===== src/rtl/dmem_ram_bridge_pkg.sv =====
// dmem_pkg: shared definitions for the dcache-to-RAMHelper bridge.
//   SZ_B/SZ_H/SZ_W/SZ_D - cmd_size encodings (byte, half, word, double)
//   state_e             - bridge FSM states
//   RAM_BASE            - default byte address of RAM word 0
//   strb_to_mask()      - expands an 8-bit byte strobe into a 64-bit bit mask
package dmem_pkg;

  localparam logic [2:0] SZ_B = 3'd0;
  localparam logic [2:0] SZ_H = 3'd1;
  localparam logic [2:0] SZ_W = 3'd2;
  localparam logic [2:0] SZ_D = 3'd3;

  localparam logic [63:0] RAM_BASE = 64'h8000_0000;

  typedef enum logic [1:0] {
    ST_IDLE   = 2'd0,
    ST_WAIT   = 2'd1,
    ST_ACCESS = 2'd2,
    ST_RESP   = 2'd3
  } state_e;

  function automatic logic [63:0] strb_to_mask(input logic [7:0] strb);
    logic [63:0] mask;
    mask = '0;
    for (int i = 0; i < 8; i++) begin
      mask[i*8 +: 8] = {8{strb[i]}};
    end
    return mask;
  endfunction

endpackage


===== src/rtl/dmem_ram_bridge_if.sv =====
// dmem_ram_bridge_if: dcache cmd/rsp port between the core and the bridge.
//   cmd_valid/cmd_ready          request handshake
//   cmd_addr/wen/wdata/wstrb/size request fields (byte address, store flag, data, strobes, size)
//   rsp_valid/rsp_data/rsp_error one-cycle response pulse with data and error flag
// master: core side; slave: bridge side.
interface dmem_ram_bridge_if;

  logic        cmd_valid;
  logic        cmd_ready;
  logic [63:0] cmd_addr;
  logic        cmd_wen;
  logic [63:0] cmd_wdata;
  logic [7:0]  cmd_wstrb;
  logic [2:0]  cmd_size;
  logic        rsp_valid;
  logic [63:0] rsp_data;
  logic        rsp_error;

  modport master (
    output cmd_valid, cmd_addr, cmd_wen, cmd_wdata, cmd_wstrb, cmd_size,
    input  cmd_ready, rsp_valid, rsp_data, rsp_error
  );

  modport slave (
    input  cmd_valid, cmd_addr, cmd_wen, cmd_wdata, cmd_wstrb, cmd_size,
    output cmd_ready, rsp_valid, rsp_data, rsp_error
  );

endinterface


===== src/rtl/dmem_ram_bridge.sv =====
// dmem_ram_bridge: one-outstanding-request bridge from the dcache cmd/rsp port
// to a 64-bit word RAM. Checks size, alignment and address window, inserts
// LATENCY wait cycles, then performs a single word access and a response pulse.
// Ports:
//   clock, reset         clock and synchronous active-high reset
//   bus                  dcache cmd/rsp port (slave side)
//   ram_en, ram_idx      RAM access strobe and word index (rIdx and wIdx)
//   ram_rdata            RAM read data, combinational on ram_idx while ram_en
//   ram_wdata, ram_wmask RAM write data and bit mask
//   ram_wen              RAM write enable
//
// state     | meaning
// ST_IDLE   | ready; latch request and its error flag on cmd_valid
// ST_WAIT   | burning LATENCY wait cycles (cnt counts down to 0)
// ST_ACCESS | single RAM access cycle; read data captured at the edge
// ST_RESP   | response pulse (loads, errors, and stores if RSP_ON_STORE)
module dmem_ram_bridge
  import dmem_pkg::*;
#(
  parameter logic [63:0] BASE_ADDR    = RAM_BASE,
  parameter int unsigned IDX_W        = 28,
  parameter int unsigned LATENCY      = 0,
  parameter bit          RSP_ON_STORE = 1'b0
) (
  input  logic             clock,
  input  logic             reset,
  dmem_ram_bridge_if.slave bus,
  output logic             ram_en,
  output logic [IDX_W-1:0] ram_idx,
  input  logic [63:0]      ram_rdata,
  output logic [63:0]      ram_wdata,
  output logic [63:0]      ram_wmask,
  output logic             ram_wen
);

  localparam int unsigned WIN_SHIFT = IDX_W + 3;
  localparam logic [3:0]  WAIT_INIT = (LATENCY == 0) ? 4'd0 : 4'(LATENCY - 1);

  state_e           state_q, state_d;
  logic [3:0]       cnt_q, cnt_d;
  logic [IDX_W-1:0] idx_q;
  logic             wen_q;
  logic             err_q;
  logic [63:0]      wdata_q;
  logic [7:0]       wstrb_q;
  logic [63:0]      rdata_q;

  logic [63:0]      offset;
  logic             misaligned;
  logic             out_of_range;
  logic             cmd_err;
  logic             accept;

  // Request checks; the offset is taken modulo 2^64, so an address below the
  // base is caught by the explicit compare rather than by the window test.
  always_comb begin
    offset     = bus.cmd_addr - BASE_ADDR;
    misaligned = 1'b0;
    case (bus.cmd_size)
      SZ_B:    misaligned = 1'b0;
      SZ_H:    misaligned = bus.cmd_addr[0];
      SZ_W:    misaligned = |bus.cmd_addr[1:0];
      SZ_D:    misaligned = |bus.cmd_addr[2:0];
      default: misaligned = 1'b1;  // illegal size folds into the same error
    endcase
    out_of_range = (bus.cmd_addr < BASE_ADDR) || ((offset >> WIN_SHIFT) != 64'd0);
    cmd_err      = misaligned || out_of_range;
  end

  assign accept = (state_q == ST_IDLE) && bus.cmd_valid;

  always_comb begin
    state_d = state_q;
    cnt_d   = cnt_q;
    case (state_q)
      ST_IDLE: begin
        if (bus.cmd_valid) begin
          if (LATENCY == 0) begin
            state_d = ST_ACCESS;
          end else begin
            state_d = ST_WAIT;
            cnt_d   = WAIT_INIT;
          end
        end
      end
      ST_WAIT: begin
        if (cnt_q == 4'd0) begin
          state_d = ST_ACCESS;
        end else begin
          cnt_d = cnt_q - 4'd1;
        end
      end
      ST_ACCESS: state_d = ST_RESP;
      ST_RESP:   state_d = ST_IDLE;
      default:   state_d = ST_IDLE;
    endcase
  end

  always_ff @(posedge clock) begin
    if (reset) begin
      state_q <= ST_IDLE;
      cnt_q   <= 4'd0;
      idx_q   <= '0;
      wen_q   <= 1'b0;
      err_q   <= 1'b0;
      wdata_q <= 64'd0;
      wstrb_q <= 8'd0;
      rdata_q <= 64'd0;
    end else begin
      state_q <= state_d;
      cnt_q   <= cnt_d;
      if (accept) begin
        idx_q   <= offset[IDX_W+2:3];
        wen_q   <= bus.cmd_wen;
        err_q   <= cmd_err;
        wdata_q <= bus.cmd_wdata;
        wstrb_q <= bus.cmd_wstrb;
      end
      if (state_q == ST_ACCESS) begin
        rdata_q <= err_q ? 64'd0 : ram_rdata;
      end
    end
  end

  // All outputs come from registered state/fields only.
  assign bus.cmd_ready = (state_q == ST_IDLE);
  assign bus.rsp_valid = (state_q == ST_RESP) && (err_q || !wen_q || RSP_ON_STORE);
  assign bus.rsp_error = (state_q == ST_RESP) && err_q;
  assign bus.rsp_data  = rdata_q;

  assign ram_en    = (state_q == ST_ACCESS) && !err_q;
  assign ram_wen   = (state_q == ST_ACCESS) && wen_q && !err_q;
  assign ram_idx   = idx_q;
  assign ram_wdata = wdata_q;
  assign ram_wmask = strb_to_mask(wstrb_q);

endmodule


===== src/flat_wrapper.sv =====
// flat-port wrapper written by rule: the top's interface ports become plain ports
module dmem_ram_bridge_flat import dmem_pkg::*;
#(
  parameter logic [63:0] BASE_ADDR    = RAM_BASE,
  parameter int unsigned IDX_W        = 28,
  parameter int unsigned LATENCY      = 0,
  parameter bit          RSP_ON_STORE = 1'b0
)
  (clock, reset, ram_en, ram_idx, ram_rdata, ram_wdata, ram_wmask, ram_wen, bus_cmd_valid, bus_cmd_addr, bus_cmd_wen, bus_cmd_wdata, bus_cmd_wstrb, bus_cmd_size, bus_cmd_ready, bus_rsp_valid, bus_rsp_data, bus_rsp_error);
  dmem_ram_bridge_if bus_i ();
  input  logic clock;
  input  logic reset;
  output logic ram_en;
  output logic [IDX_W-1:0] ram_idx;
  input  logic [63:0] ram_rdata;
  output logic [63:0] ram_wdata;
  output logic [63:0] ram_wmask;
  output logic ram_wen;
  input wire logic [$bits(bus_i.cmd_valid)-1:0] bus_cmd_valid;
  input wire logic [$bits(bus_i.cmd_addr)-1:0] bus_cmd_addr;
  input wire logic [$bits(bus_i.cmd_wen)-1:0] bus_cmd_wen;
  input wire logic [$bits(bus_i.cmd_wdata)-1:0] bus_cmd_wdata;
  input wire logic [$bits(bus_i.cmd_wstrb)-1:0] bus_cmd_wstrb;
  input wire logic [$bits(bus_i.cmd_size)-1:0] bus_cmd_size;
  output wire logic [$bits(bus_i.cmd_ready)-1:0] bus_cmd_ready;
  output wire logic [$bits(bus_i.rsp_valid)-1:0] bus_rsp_valid;
  output wire logic [$bits(bus_i.rsp_data)-1:0] bus_rsp_data;
  output wire logic [$bits(bus_i.rsp_error)-1:0] bus_rsp_error;
  assign bus_i.cmd_valid = bus_cmd_valid;
  assign bus_i.cmd_addr = bus_cmd_addr;
  assign bus_i.cmd_wen = bus_cmd_wen;
  assign bus_i.cmd_wdata = bus_cmd_wdata;
  assign bus_i.cmd_wstrb = bus_cmd_wstrb;
  assign bus_i.cmd_size = bus_cmd_size;
  assign bus_cmd_ready = bus_i.cmd_ready;
  assign bus_rsp_valid = bus_i.rsp_valid;
  assign bus_rsp_data = bus_i.rsp_data;
  assign bus_rsp_error = bus_i.rsp_error;
  dmem_ram_bridge #(.BASE_ADDR(BASE_ADDR), .IDX_W(IDX_W), .LATENCY(LATENCY), .RSP_ON_STORE(RSP_ON_STORE)) u_core (.clock(clock), .reset(reset), .bus(bus_i), .ram_en(ram_en), .ram_idx(ram_idx), .ram_rdata(ram_rdata), .ram_wdata(ram_wdata), .ram_wmask(ram_wmask), .ram_wen(ram_wen));
endmodule

===== config.mk =====
export PLATFORM = sky130hd
export DESIGN_NAME = dmem_ram_bridge_flat
export DESIGN_NICKNAME = d
export VERILOG_FILES = /design/src/rtl/dmem_ram_bridge_pkg.sv /design/src/rtl/dmem_ram_bridge_if.sv /design/src/rtl/dmem_ram_bridge.sv /design/src/flat_wrapper.sv
export SDC_FILE = /design/constraint.sdc
export NUM_CORES = 1
export LEC_CHECK = 0
export ABC_AREA = 1
export BUFFER_PORTS_ARGS = -buffer_cell sky130_fd_sc_hd__buf_2
export CAP_MARGIN = 20
export CORE_AREA = 2 2 170 172
export DETAILED_ROUTE_END_ITERATION = 6
export DIE_AREA = 0 0 172 174
export HOLD_SLACK_MARGIN = 0.1
export MAX_ROUTING_LAYER = met4
export PLACE_DENSITY_LB_ADDON = 0.3
export SYNTH_ARGS = -nofsm -noshare
export SYNTH_HDL_FRONTEND = slang
export SYNTH_SLANG_ARGS = --single-unit

===== constraint.sdc =====
create_clock -name clock -period 2.3 [get_ports clock]
set_input_delay 0.46 -clock clock [delete_from_list [all_inputs] [get_ports clock]]
set_output_delay 0.46 -clock clock [all_outputs]
set_load 0.01 [all_outputs]

==> results of run 1 <==
## power by group through the flow
stage	sequential [mW]	clock, mW	combinational (mW)
finish	3.37	3.08	1.37
global route	3.41	3.28	1.53
CTS	3.37	3.17	1.39
detailed placement	3.44	0	1.39
global placement	3.43	0	1.39
floorplan	3.55	0	0.697
## cell usage in the layout, fill, tap and decap left out, types with 3 or more instances in the layout
master,instances
a21oi_1,73
buf_2,431
buf_4,7
bufinv_16,3
clkbuf_16,17
dfxtp_1,172
inv_1,25
inv_2,3
inv_6,4
nand2_1,194
nand2_2,6
nand3_1,10
nand4_1,4
nor2_1,263
nor2_2,5
nor2_4,6
o21ai_0,108
o21ai_1,4
## critical path, delay by kind of cell, from the launching register on
kind | cells | cell delay [ps]
DFF | 1 | 420
buffers and inverters | 3 | 330
and+or+nand+nor | 2 | 430
## cell families after synthesis
kind of cell / Yosys count
AOI/OAI and AO/OA: 189
xor gates and xnor gates: 1
adders and majority gates: 1
buffers and inverters: 139
DFF: 172
and+or+nand+nor: 495
## area by class of cell
cell class / instances / area (µm²)
timing repair buffer: 440 / 2250
clock inverter: 13 / 177.7
multi-input combinational: 686 / 2982
clock buffer: 19 / 442.9
tap: 384 / 480.5
sequential: 172 / 3443
fill: 3110 / 18350
inverter: 29 / 110.1
## worst max path at each step
stage,end,slack [ps],depth (start not counted)
global route,ram_en,100,5
global placement,u_core.err_q$_SDFFE_PP0P_,410,11
CTS,ram_en,190,5
floorplan,u_core.err_q$_SDFFE_PP0P_,820,12
detailed placement,u_core.err_q$_SDFFE_PP0P_,430,11
finish,ram_en,240,5
## layer usage
metal | global-route usage [%] | share of wire [%]
met1 | 18.38 | 43
met2 | 26.34 | 48
met3 | 3.575 | 6.5
met4 | 5.217 | 2.3
met5 | - | 0
## synthesized netlist by cell type (5+ instances only)
library cell,number,area [µm²]
nor2_1,264,991.0
inv_1,27,101.4
buf_1,6,22.52
o21ai_0,108,540.5
nand3_1,10,50.05
buf_4,61,457.9
nand2_2,6,37.54
dfxtp_1,172,3443
clkbuf_1,29,108.9
nor2_2,5,31.28
nand2_1,194,728.2
nor2_4,5,56.30
a21oi_1,73,365.4
buf_2,14,70.07
## flip-flops by register name, summed over array words and instances (netlist names)
name,flops
u_core.ram_wdata,64
u_core.wen_q,1
u_core.ram_idx,28
u_core.err_q,1
u_core.cnt_q,4
u_core.bus.rsp_data,64
u_core.state_q,2
u_core.wstrb_q,8
## metrics by stage
stage | setup slack (ps) | power, mW | utilization [%] | hold slack, ps | instances
after detailed placement | 426.4 | 4.825 | 32.81 | 441.4 | 1711
after floorplan | 818.8 | 4.248 | - | 422.5 | 997
after global routing | 96.03 | 8.219 | 35.01 | 236.8 | 1743
final | 237.2 | 7.823 | 35.01 | 246.8 | 1743
after CTS | 189.1 | 7.937 | 35.01 | 223.1 | 1743
after global placement | 412.5 | 4.819 | 32.81 | 437.5 | 1711
==> impl_summary.log, run 1 <==
[metrics] count of final hold-check violations: 0
[metrics] Worst Min Path Start: bus_cmd_wdata[53]
[metrics] DRC: 0
[metrics] root cell of the clock tree: clkbuf_16
[metrics] number of gates resized after cts: 0
[metrics] post-synthesis share of cell area spent on and, or, nand and nor gates: 27.66%
[metrics] IR drop worst, VDD: 0.4132 mV
[metrics] clock tree buffer depth: 2
[metrics] Worst Path Class, Setup: reg -> out
[metrics] terminus of the critical flop-to-flop path: u_core.bus.rsp_data[32]$_SDFFE_PP0N_
[metrics] synthesis-to-finish area growth: 37.70%
[metrics] Comb pwr share: 17.5%
[metrics] number of distinct library cell variants in the gate-level netlist after synthesis: 27
[metrics] clock-pin slew on the worst setup and hold paths: 70 ps
[metrics] worst-skew pair later-pin latency: 430 ps
[metrics] post-synthesis net count: 1205
[metrics] compound-gate portion of the synthesized area: 13.38%
[metrics] CTS buffer count: 17
[metrics] power density cells: 791.4 nW/µm²
[metrics] Vias per Instance: 4.285
[metrics] Power Internal: 5.547 mW
[metrics] proportion of synthesized chip area in sequential cells: 47.96%
[metrics] starting density of the core: 25.43%
[metrics] cell with the largest stage delay on the worst path: dfxtp_1
[metrics] largest net degree at the start of global routing: 102
[metrics] total wirelength of the detailed-routed design: 23.85 mm
[metrics] static leakage power: 5.001 nW
[metrics] required time of the critical path: 1840 ps
[metrics] crit-path most repeated cell: inv_2
[metrics] worst reg2reg setup slack: 580 ps
[metrics] per-instance average area after synthesis: 7.201 µm²
[metrics] number of primary I/O pins: 432
[metrics] RSZ-0062 raised after global routing: no
[metrics] share of power burned in registers: 43.1%
[metrics] Worst Reg2Reg Path Length in Cells: 7
[metrics] hold depth: 3
[metrics] via count of the first global-routing pass: 6906
[metrics] number of setup violations in the final report: 0
[metrics] Arr. time, crit path: 1600 ps
[metrics] number of hold buffers added after cts: 0
[metrics] first-pass GRT wire length: 35.80 mm
[metrics] Via Count: 7469
[metrics] share of synthesized area spent on multiplexers: 0%
[metrics] max-cap check violation count: 0
[metrics] number of flops mapped to enable cells by yosys: 0
[metrics] Post-Syn Area: 7179 µm²
[metrics] initial drt markers: 370
[metrics] slowest cell delay on critical path: 420 ps
[metrics] final setup skew: 14.83 ps
[metrics] share of the clock period used by the worst path after layout: 89.69%
[metrics] GRT Overall Usage: 15.67%
[metrics] main combinational cell family by area after synthesis: simple AND/OR/NAND/NOR gates
[metrics] Worst Path Max Fanout: 14
[metrics] remaining antenna violation count: 0
[metrics] CTS tree: yes
[metrics] cell chain of the critical path: inv_2 > nor2_1 > inv_2 > nor2_4 > buf_2
[metrics] die area: 29930 µm²
[metrics] startpoint of the lowest-slack register-to-register path: u_core.state_q[1]$_SDFFE_PP0P_
[metrics] worst slew pin tran: 725.1 ps
[metrics] number of warning messages in the yosys log: 0
[metrics] clock share of power: 39.4%
[metrics] final-report max-slew violation count: 0
[metrics] sum of negative setup slack: 0 ps
[metrics] hold endpoint: u_core.ram_wdata[53]$_SDFFE_PP0P_
[metrics] number of storage elements in the synthesis netlist: 172
[metrics] final antenna diode count: 0
[metrics] Gate Count Post-Synth: 997
[metrics] number of buffer cells added on primary ports: 431
[metrics] Hold/Removal Path Class: in -> reg
[metrics] first drt pass iteration count: 4
[metrics] routability cong.: 0.8166
[metrics] ratio of cells with drive above 1 in the final layout: 36.50%
[metrics] xor/xnor share of the synthesized area: 0.1220%
[metrics] detailed placer's ending HPWL: 17.45 mm
[metrics] number of H-tree levels: 4
[metrics] final standard cell area without fillers: 9886 µm²
[metrics] Die X-Extent: 172 µm
[metrics] switch share: 29.09%
[metrics] kind of end point of the critical path: output port
[metrics] Setup Buffers After CTS: 0
[metrics] net switching power: 2.276 mW
[metrics] die span in y: 174 µm
[metrics] area of placed instances: 9265 µm²
[metrics] FMAX: 0.4848 GHz
[metrics] core area: 28240 µm²
[metrics] kind of launch point of the worst setup path: flip-flop
[metrics] crit path launch: u_core.state_q[1]$_SDFFE_PP0P_
[metrics] Post-Synth Adder-Cell Area: 0.1743%
[metrics] prevailing post-synth register cell: dfxtp_1
[metrics] mean routed wirelength per cell: 13.68 µm
[metrics] final worst path period need: 2063 ps
[metrics] fraction of registers with async set/reset: 0%
[metrics] Core Rows: 62
[metrics] overall overflow remaining after global route: 0
[metrics] clk sink count: 172
[metrics] status: finished clean
[metrics] Max transition margin: 51.66%
[metrics] antenna violations before repair: 0
[metrics] Nets: 1554
No activity file was read; power rests on OpenSTA's default activity.
==> run 2, diff against run 1 <==
CELL_PAD_IN_SITES_DETAIL_PLACEMENT = 0   (was not set)
CELL_PAD_IN_SITES_GLOBAL_PLACEMENT = 2   (was not set)
CORE_AREA = not set   (was 2 2 170 172)
CORE_MARGIN = 1   (was not set)
CORE_UTILIZATION = 23   (was not set)
DIE_AREA = not set   (was 0 0 172 174)
==> impl_summary.log, run 2 (synthesis gave the netlist of run 1 again) <==
[metrics] status: finished clean
[metrics] number of setup violations in the final report: 0 (unchanged)
[metrics] detailed placer's ending HPWL: 18.65 mm (+6.9%)
[metrics] CTS buffer count: 17 (unchanged)
[metrics] net switching power: 2.269 mW (-0.30%)
[metrics] kind of end point of the critical path: output port
[metrics] static leakage power: 4.997 nW (about the same)
[metrics] overall overflow remaining after global route: 0 (unchanged)
[metrics] die area: 31920 µm² (+6.7%)
[metrics] crit path launch: u_core.state_q[1]$_SDFFE_PP0P_
[metrics] power density cells: 788.0 nW/µm² (-0.42%)
[metrics] number of primary I/O pins: 432 (unchanged)
[metrics] clk sink count: 172 (unchanged)
[metrics] Hold/Removal Path Class: in -> reg
[metrics] max-cap check violation count: 0 (unchanged)
[metrics] ratio of cells with drive above 1 in the final layout: 36.40% (-0.10 points)
[metrics] sum of negative setup slack: 0 ps (unchanged)
[metrics] Worst Setup Slack, final: 428.2 ps (+191.0 ps)
[metrics] number of gates resized after cts: 0 (unchanged)
[metrics] share of the clock period used by the worst path after layout: 81.38% (-8.3 points)
[metrics] DRC: 0 (unchanged)
[metrics] core area: 30670 µm² (+8.6%)
[metrics] number of H-tree levels: 4 (unchanged)
[metrics] clock share of power: 39.0% (-0.4 points)
[metrics] root cell of the clock tree: clkbuf_16
[metrics] final setup skew: 13.31 ps (-1.518 ps)
[metrics] final core utilization: 32.32% (-2.7 points)
[metrics] final worst path period need: 1872 ps (-191.0 ps)
[metrics] final-report max-slew violation count: 0 (unchanged)
[metrics] cell total after placement: 1724 (+0.76%)
[metrics] number of hold buffers added after cts: 0 (unchanged)
[metrics] CTS tree: yes
[metrics] most common library cell in the layout ignoring fill and taps: buf_2
[metrics] Arr. time, crit path: 1410 ps (-190 ps)
[metrics] worst-skew pair later-pin latency: 440 ps (about the same)
[metrics] IR drop worst, VDD: 0.3917 mV (-5.2%)
[metrics] Power Internal: 5.542 mW (about the same)
[metrics] most used cells in the layout excluding fill and tap cells: buf_2 (431), nor2_1 (263), nand2_1 (194)
[metrics] clock tree buffer depth: 2 (unchanged)
[metrics] synthesis-to-finish area growth: 38.06%
[metrics] worst slew pin tran: 744.5 ps (+19.44 ps)
[metrics] share of power burned in registers: 43.2% (about the same)
[metrics] first drt pass iteration count: 4 (unchanged)
[metrics] number of buffer cells added on primary ports: 431 (unchanged)
[metrics] switch share: 29.05% (-0.041 points)
[metrics] total wirelength of the detailed-routed design: 25.73 mm (+7.9%)
[metrics] GRT Overall Usage: 16.12% (+0.45 points)
[metrics] antenna violations before repair: 2 (+2)
[metrics] remaining antenna violation count: 0 (unchanged)
[metrics] required time of the critical path: 1840 ps (about the same)
[metrics] fillcell total: 3435 (+10%)
[metrics] RSZ-0062 raised after global routing: no
[metrics] Power, Total: 7.811 mW (-0.16%)
[metrics] kind of launch point of the worst setup path: flip-flop
[metrics] FMAX: 0.5343 GHz (+10%)
[metrics] Vias per Instance: 4.251 (-0.80%)
[metrics] Nets: 1555 (+0.064%)
[metrics] via count of the first global-routing pass: 6977 (+1.0%)
[metrics] startpoint of the lowest-slack register-to-register path: u_core.state_q[1]$_SDFFE_PP0P_
[metrics] starting density of the core: 23.41% (-2.0 points)
[metrics] Setup Buffers After CTS: 0 (unchanged)
[metrics] Die X-Extent: 178.7 µm (+3.9%)
[metrics] Via Count: 7473 (+0.054%)
[metrics] pre-CTS setup slack: 308.6 ps (-117.9 ps)
[metrics] die span in y: 178.7 µm (+2.7%)
[metrics] Comb pwr share: 17.8% (+0.3 points)
[metrics] Worst Path Class, Setup: reg -> out
[metrics] Worst Path Max Fanout: 4 (-10)
[metrics] mean routed wirelength per cell: 14.64 µm (+7.0%)
[metrics] Max transition margin: 50.37% (-1.3 points)
[metrics] Worst Min Path Start: bus_cmd_wdata[53]
[metrics] routability cong.: 0.8262 (+1.2%)
[metrics] non-filler cells, final: 1758 (+0.86%)
[metrics] Core Rows: 64 (+3.2%)
[metrics] clock-pin slew on the worst setup and hold paths: 80 ps (about the same)
[metrics] count of final hold-check violations: 0 (unchanged)
[metrics] first-pass GRT wire length: 37.94 mm (+6.0%)
[metrics] initial drt markers: 286 (-23%)
[metrics] largest net degree at the start of global routing: 107 (+4.9%)
run 2: area by class of cell:
cell class                 count  area [µm²]  share of cell area, %
clock buffer                  21       450.4                  4.544
inverter                      29       110.1                  1.111
tap                          396       495.5                  4.999
clock inverter                11       156.4                  1.578
antenna                        2       5.005                0.05049
sequential                   172        3443                  34.74
multi-input combinational    686        2982                  30.08
timing repair buffer         441        2270                  22.90
run 2: worst paths after layout:
check                                           end  slack (ps)  depth (start not counted)
setup / recovery                             ram_en         430                          5
hold / removal    u_core.ram_wdata[53]$_SDFFE_PP0P_         240                          3
setup reg to reg  u_core.ram_wdata[29]$_SDFFE_PP0P_         570                          5
hold reg to reg        u_core.cnt_q[0]$_SDFFE_PP0P_         450                          1
run 2: per-stage QoR:
stage                     hold WS (ps)  area (µm²)
after floorplan                  422.5        7179
after global placement           439.6        9300
after detailed placement         441.1        9300
after CTS                        218.0        9907
after global routing             227.1        9912
final                            243.5        9912
run 2: metal layers:
layer | vias up | track usage [%] | wire length (µm)
li1 | 3805 | - | -
met1 | 3350 | 17.87 | 10630
met2 | 291 | 27.65 | 12730
met3 | 27 | 4.729 | 1957
met4 | 0 | 5.155 | 420
met5 | - | - | 0
run 2: power by group through the flow:
| stage | Sequential (mW) | Clock, mW | Combinational, mW |
|---|---|---|---|
| after global placement | 3.44 | 0 | 1.43 |
| after CTS | 3.38 | 3.16 | 1.42 |
| after global routing | 3.41 | 3.28 | 1.56 |
| final | 3.38 | 3.05 | 1.39 |
| after detailed placement | 3.44 | 0 | 1.42 |
| after floorplan | 3.55 | 0 | 0.697 |
run 2: critical path: stages (launching register included):
cell and delay (ps):
dfxtp_1 420, inv_2 50, nor2_1 110, inv_2 80, nor2_4 170, buf_2 170
